## src/rtl/multibyte_sub8.sv

```systemverilog
// Byte-serial multi-byte subtractor (LSB first) with a one-entry output register.
// Define MULTIBYTE_SUB8_ZERO_FLAG_EN to build the whole-difference zero detector.
module multibyte_sub8 (
  input  logic       clk,
  input  logic       rst,
  input  logic       in_valid,
  output logic       in_ready,
  input  logic [7:0] x,
  input  logic [7:0] y,
  input  logic       c,
  input  logic       first,
  input  logic       last,
  output logic       out_valid,
  input  logic       out_ready,
  output logic [7:0] s,
  output logic       out_last,
  output logic       cout,
  output logic [3:0] out_len,
  output logic       zero
);

  typedef enum logic {IDLE, ACTIVE} state_t;

  state_t     state_q, state_d;
  logic       borrow_q;
  logic [3:0] cnt_q;
  logic       acc;
  logic       is_first;
  logic       b;
  logic [7:0] g, p;
  logic [8:0] cy;
  logic [7:0] s_d;
  logic       bo;
  logic [3:0] cnt_d;

  always_ff @(posedge clk) begin
    if (rst) state_q <= IDLE;
    else     state_q <= state_d;
  end

  always_comb begin
    state_d = state_q;
    if (acc) state_d = last ? IDLE : ACTIVE;
  end

  always_comb begin
    in_ready = ~out_valid | out_ready;
    acc      = in_valid & in_ready;
    is_first = (state_q == IDLE) | first;
  end

  // x - y - b computed as x + ~y + ~b; each carry is a flat generate/propagate sum-of-products
  always_comb begin
    logic t, pp;
    b     = is_first ? c : borrow_q;
    g     = x & ~y;
    p     = x ^ ~y;
    cy    = '0;
    cy[0] = ~b;
    for (int unsigned i = 0; i < 8; i++) begin
      t  = g[i];
      pp = p[i];
      for (int unsigned j = i; j > 0; j--) begin
        t  = t | (pp & g[j-1]);
        pp = pp & p[j-1];
      end
      cy[i+1] = t | (pp & cy[0]);
    end
    s_d = p ^ cy[7:0];
    bo  = ~cy[8];
  end

  always_comb begin
    if (is_first)          cnt_d = 4'd1;
    else if (cnt_q == '1)  cnt_d = cnt_q;
    else                   cnt_d = cnt_q + 4'd1;
  end

  always_ff @(posedge clk) begin
    if (rst) begin
      borrow_q <= 1'b0;
      cnt_q    <= '0;
    end else if (acc) begin
      borrow_q <= bo;
      cnt_q    <= cnt_d;
    end
  end

  always_ff @(posedge clk) begin
    if (rst) begin
      out_valid <= 1'b0;
      s         <= '0;
      out_last  <= 1'b0;
      cout      <= 1'b0;
      out_len   <= '0;
    end else if (acc) begin
      out_valid <= 1'b1;
      s         <= s_d;
      out_last  <= last;
      cout      <= last & bo;
      out_len   <= last ? cnt_d : '0;
    end else if (out_ready) begin
      out_valid <= 1'b0;
    end
  end

`ifdef MULTIBYTE_SUB8_ZERO_FLAG_EN
  logic zacc_q;
  logic zacc_d;

  always_comb begin
    zacc_d = (is_first | zacc_q) & (s_d == '0);
  end

  always_ff @(posedge clk) begin
    if (rst) begin
      zacc_q <= 1'b0;
      zero   <= 1'b0;
    end else if (acc) begin
      zacc_q <= zacc_d;
      zero   <= last & zacc_d;
    end
  end
`else
  assign zero = 1'b0;
`endif

endmodule

```

## config.mk

```make
export PLATFORM = sky130hd
export DESIGN_NAME = multibyte_sub8
export DESIGN_NICKNAME = d
export VERILOG_FILES = /design/src/rtl/multibyte_sub8.sv
export SDC_FILE = /design/constraint.sdc
export NUM_CORES = 1
export LEC_CHECK = 0
export ABC_AREA = 1
export BUFFER_PORTS_ARGS = -buffer_cell sky130_fd_sc_hd__buf_2
export CORE_ASPECT_RATIO = 0.75
export CORE_MARGIN = 10
export CORE_UTILIZATION = 52
export CTS_CLUSTER_SIZE = 30
export DETAILED_ROUTE_END_ITERATION = 10
export HOLD_SLACK_MARGIN = 0.06
export MAX_ROUTING_LAYER = met4
export PLACE_DENSITY = 0.8
export RECOVER_POWER = 50
export SKIP_LAST_GASP = 1
export SLEW_MARGIN = 25
export SYNTH_ARGS = -nofsm -noshare
export SYNTH_HDL_FRONTEND = slang
export SYNTH_SLANG_ARGS = --single-unit
```

## constraint.sdc

```tcl
create_clock -name clk -period 2 [get_ports clk]
set_input_delay 0.2 -clock clk [delete_from_list [all_inputs] [get_ports clk]]
set_output_delay 0.2 -clock clk [all_outputs]
set_load 0.02 [all_outputs]
```

==> summary.txt <==
Status -> finished clean
Register area share after synthesis -> 29.5%
Final TNS setup -> 0 ns
Die height -> 65.3 microns
Post-synthesis cell type count -> 27
Clock buffers created by TritonCTS -> 3
Clock-pin slew on the worst setup and hold paths -> 0.07 ns
Switching Share -> 33.3%
Kind of critical path -> reg -> reg
Pwr dens -> 629 nW/um^2
Met2 usage -> 18.5%
Minimum clock period -> 1.55 ns
Routed WL -> 3210 microns
Switching Power -> 0.349 mW
Gate Count Post-Synth -> 222
Final period utilization -> 77.3%
Ys flop type -> dfxtp_1
Worst Max-Slew Pin Slew -> 0.543 ns
Most used routing layer in global routing -> met2
Post-synthesis register bit count -> 21
Count of final hold-check violations -> 0
Root Buffer -> clkbuf_8
Initial core utilization -> 54.3%
Critical Path, Cell by Cell -> nand2_2 -> o21ai_4 -> inv_1 -> fa_1 -> xor2_1 -> a21oi_1
CTS tree -> built
Chip Width -> 80.4 microns
Setup bufs post-CTS -> 0
Placer congestion estimate -> 0.917
M1 GR Usage -> 16.9%
Hold slack -> 0.240 ns
Drt initial violations -> 94
Commonest cells in the netlist -> nand2_1 (54), inv_1 (37), nor2_1 (22), dfxtp_1 (21), a21oi_1 (17)
Post-Syn Area -> 1420 sq um
1st-pass router iterations -> 4
CP peak stage delay -> 0.38 ns
Final Skew -> 0.00334 ns
RSZ-0062 raised after global routing -> false
Synth area leader -> dfxtp_1
Clk sinks -> 21
Seq pwr share -> 44.6%
Worst skew pair latency -> 0.26 ns
Routed len/inst -> 10.8 microns
Syn Nets -> 255
Ys async rst share -> 0%
Pin count of the biggest net entering global routing -> 14
# DRC -> 0
Full die area -> 5250 sq um
Total number of vias -> 1378
Fillers -> 252
Avg Inst Size Synth -> 6.41 sq um
Critical path data arrival time -> 1.74 ns
Worst ir drop on vdd -> 380 uV
Initial antenna violation count -> 0
Area Growth Syn to Fin -> 17.0%
Crit Path Max Fanout -> 7
Post-CTS sizing -> 0
Setup crit end kind -> flip-flop
GRT Overall Usage -> 12.8%
Yosys top cell area share -> 29.5%
Most common cell in the netlist -> nand2_1
Fraction of layout cells with a size suffix above 1 -> 17.6%
Critical Path RT -> 2.20 ns
Number of port buffers -> 38
GRT overflow -> 0
# IOs -> 40
Post-synth EDFFs -> 0
Final setup fails -> 0
CP max stage cell -> fa_1
Crit path from -> state_q
Clock power share -> 26.2%
Rel. slew slack -> 63.8%
First-pass GRT wire length -> 5470 microns
Max Cap Violations -> 0
Hold-fix buffers, CTS -> 0
P_leak -> 0.897 nW
Post-route ant nets -> 0
Core area -> 2620 sq um
Mean number of vias per cell -> 4.64
Internal Pwr Total -> 0.699 mW
H-tree levels -> 1
Max Freq -> 0.647 GHz
Final nets -> 295
Logic pwr share -> 29.2%
Num rows -> 16
Hold Path Origin -> out_ready
Final HPWL DP -> 2700 microns
R2r startpoint -> state_q
Met3 Resource Use GR -> 4.35%
Ranking of synthesized cells by area -> dfxtp_1 (30%), nand2_1 (14%), inv_1 (9.8%)
HP Class -> in -> reg
Vias in the first global route -> 1276
CP startpoint kind -> flip-flop
CTS Buffer Depth -> 2
# diodes -> 0
Synthesis Warnings -> 0
Final Max Slew Viols -> 0
==> power by group through the flow <==
stage | logic (mW) | clock network, mW | registers [mW]
global placement | 0.310 | 0 | 0.475
global route | 0.350 | 0.296 | 0.471
CTS | 0.316 | 0.280 | 0.466
floorplan | 0.202 | 0 | 0.502
finish | 0.306 | 0.275 | 0.467
detailed placement | 0.314 | 0 | 0.476
==> routing by layer <==
layer	part of all wire [%]	vias to the layer above
met2	41	33
li1	-	762
met4	0.56	0
met5	0	-
met3	8.8	4
met1	49	579
==> final cells by class <==
class                   count  area (sq um)  share of cell area, %
well taps                  36          45.0                   2.70
repair buffers             40           181                   10.9
inverters                  45           169                   10.1
multi-input cells         151           806                   48.3
flip-flops and latches     21           420                   25.2
clock buffers               4          45.0                   2.70
==> flip-flops by register name (all words and copies together), names as in the netlist <==
name and flops:
s 8, cnt_q 4, out_len 4, borrow_q 1
cout 1, out_last 1, out_valid 1, state_q 1
==> critical path: cells and delay by family (launching register included) <==
| family | cells | cell delay (ns) |
|---|---|---|
| adders and majority gates | 1 | 0.38 |
| DFF | 1 | 0.37 |
| AOI/OAI and AO/OA | 2 | 0.36 |
| xor gates and xnor gates | 1 | 0.15 |
| and+or+nand+nor | 1 | 0.14 |
| buffers and inverters | 1 | 0.08 |
==> worst paths after layout <==
check	to	slack, ns	cells past startpoint
max	s[1]	0.45	6
min	out_valid	0.24	4
max reg2reg	s[1]	0.45	6
min reg2reg	out_len[1]	0.46	2
==> cells by family (layout without fill, tap and decap cells) <==
| group | after synthesis | after routing | synth area share (%) |
|---|---|---|---|
| xor+xnor | 3 | 3 | 1.85 |
| simple gates | 102 | 102 | 30.9 |
| other cells | 1 | 1 | 0.263 |
| fa+ha+maj | 10 | 10 | 9.31 |
| compound gates | 35 | 35 | 14.2 |
| flops | 21 | 21 | 29.5 |
| buf+inv | 50 | 89 | 13.9 |
==> through the flow <==
stage	power, mW	cells	setup WS (ns)	util, %	cell area [sq um]
after floorplan	0.703	222	0.611	-	1420
after global placement	0.786	293	0.460	62.7	1650
after detailed placement	0.790	293	0.455	62.7	1650
after CTS	1.06	297	0.439	64.5	1690
after global routing	1.12	297	0.321	63.5	1670
final	1.05	297	0.453	63.5	1670
==> layout by cell type, fill, tap and decap left out, types with 2 or more instances in the layout <==
master / netlist / routed
clkbuf_1: 1 / 18
inv_1: 37 / 37
clkbuf_8: 0 / 3
a211oi_1: 2 / 2
a21oi_2: 2 / 2
dfxtp_1: 21 / 21
nand2_1: 54 / 54
ha_1: 9 / 9
buf_2: 2 / 22
nor2_2: 2 / 2
nor2_1: 22 / 22
o21ai_0: 7 / 7
inv_2: 7 / 7
a21oi_1: 17 / 17
nand3_2: 2 / 2
o21ai_1: 4 / 4
nand2_2: 5 / 5
nand3_1: 16 / 16
xor2_1: 2 / 2
No activity file was read; power rests on OpenSTA's default activity.
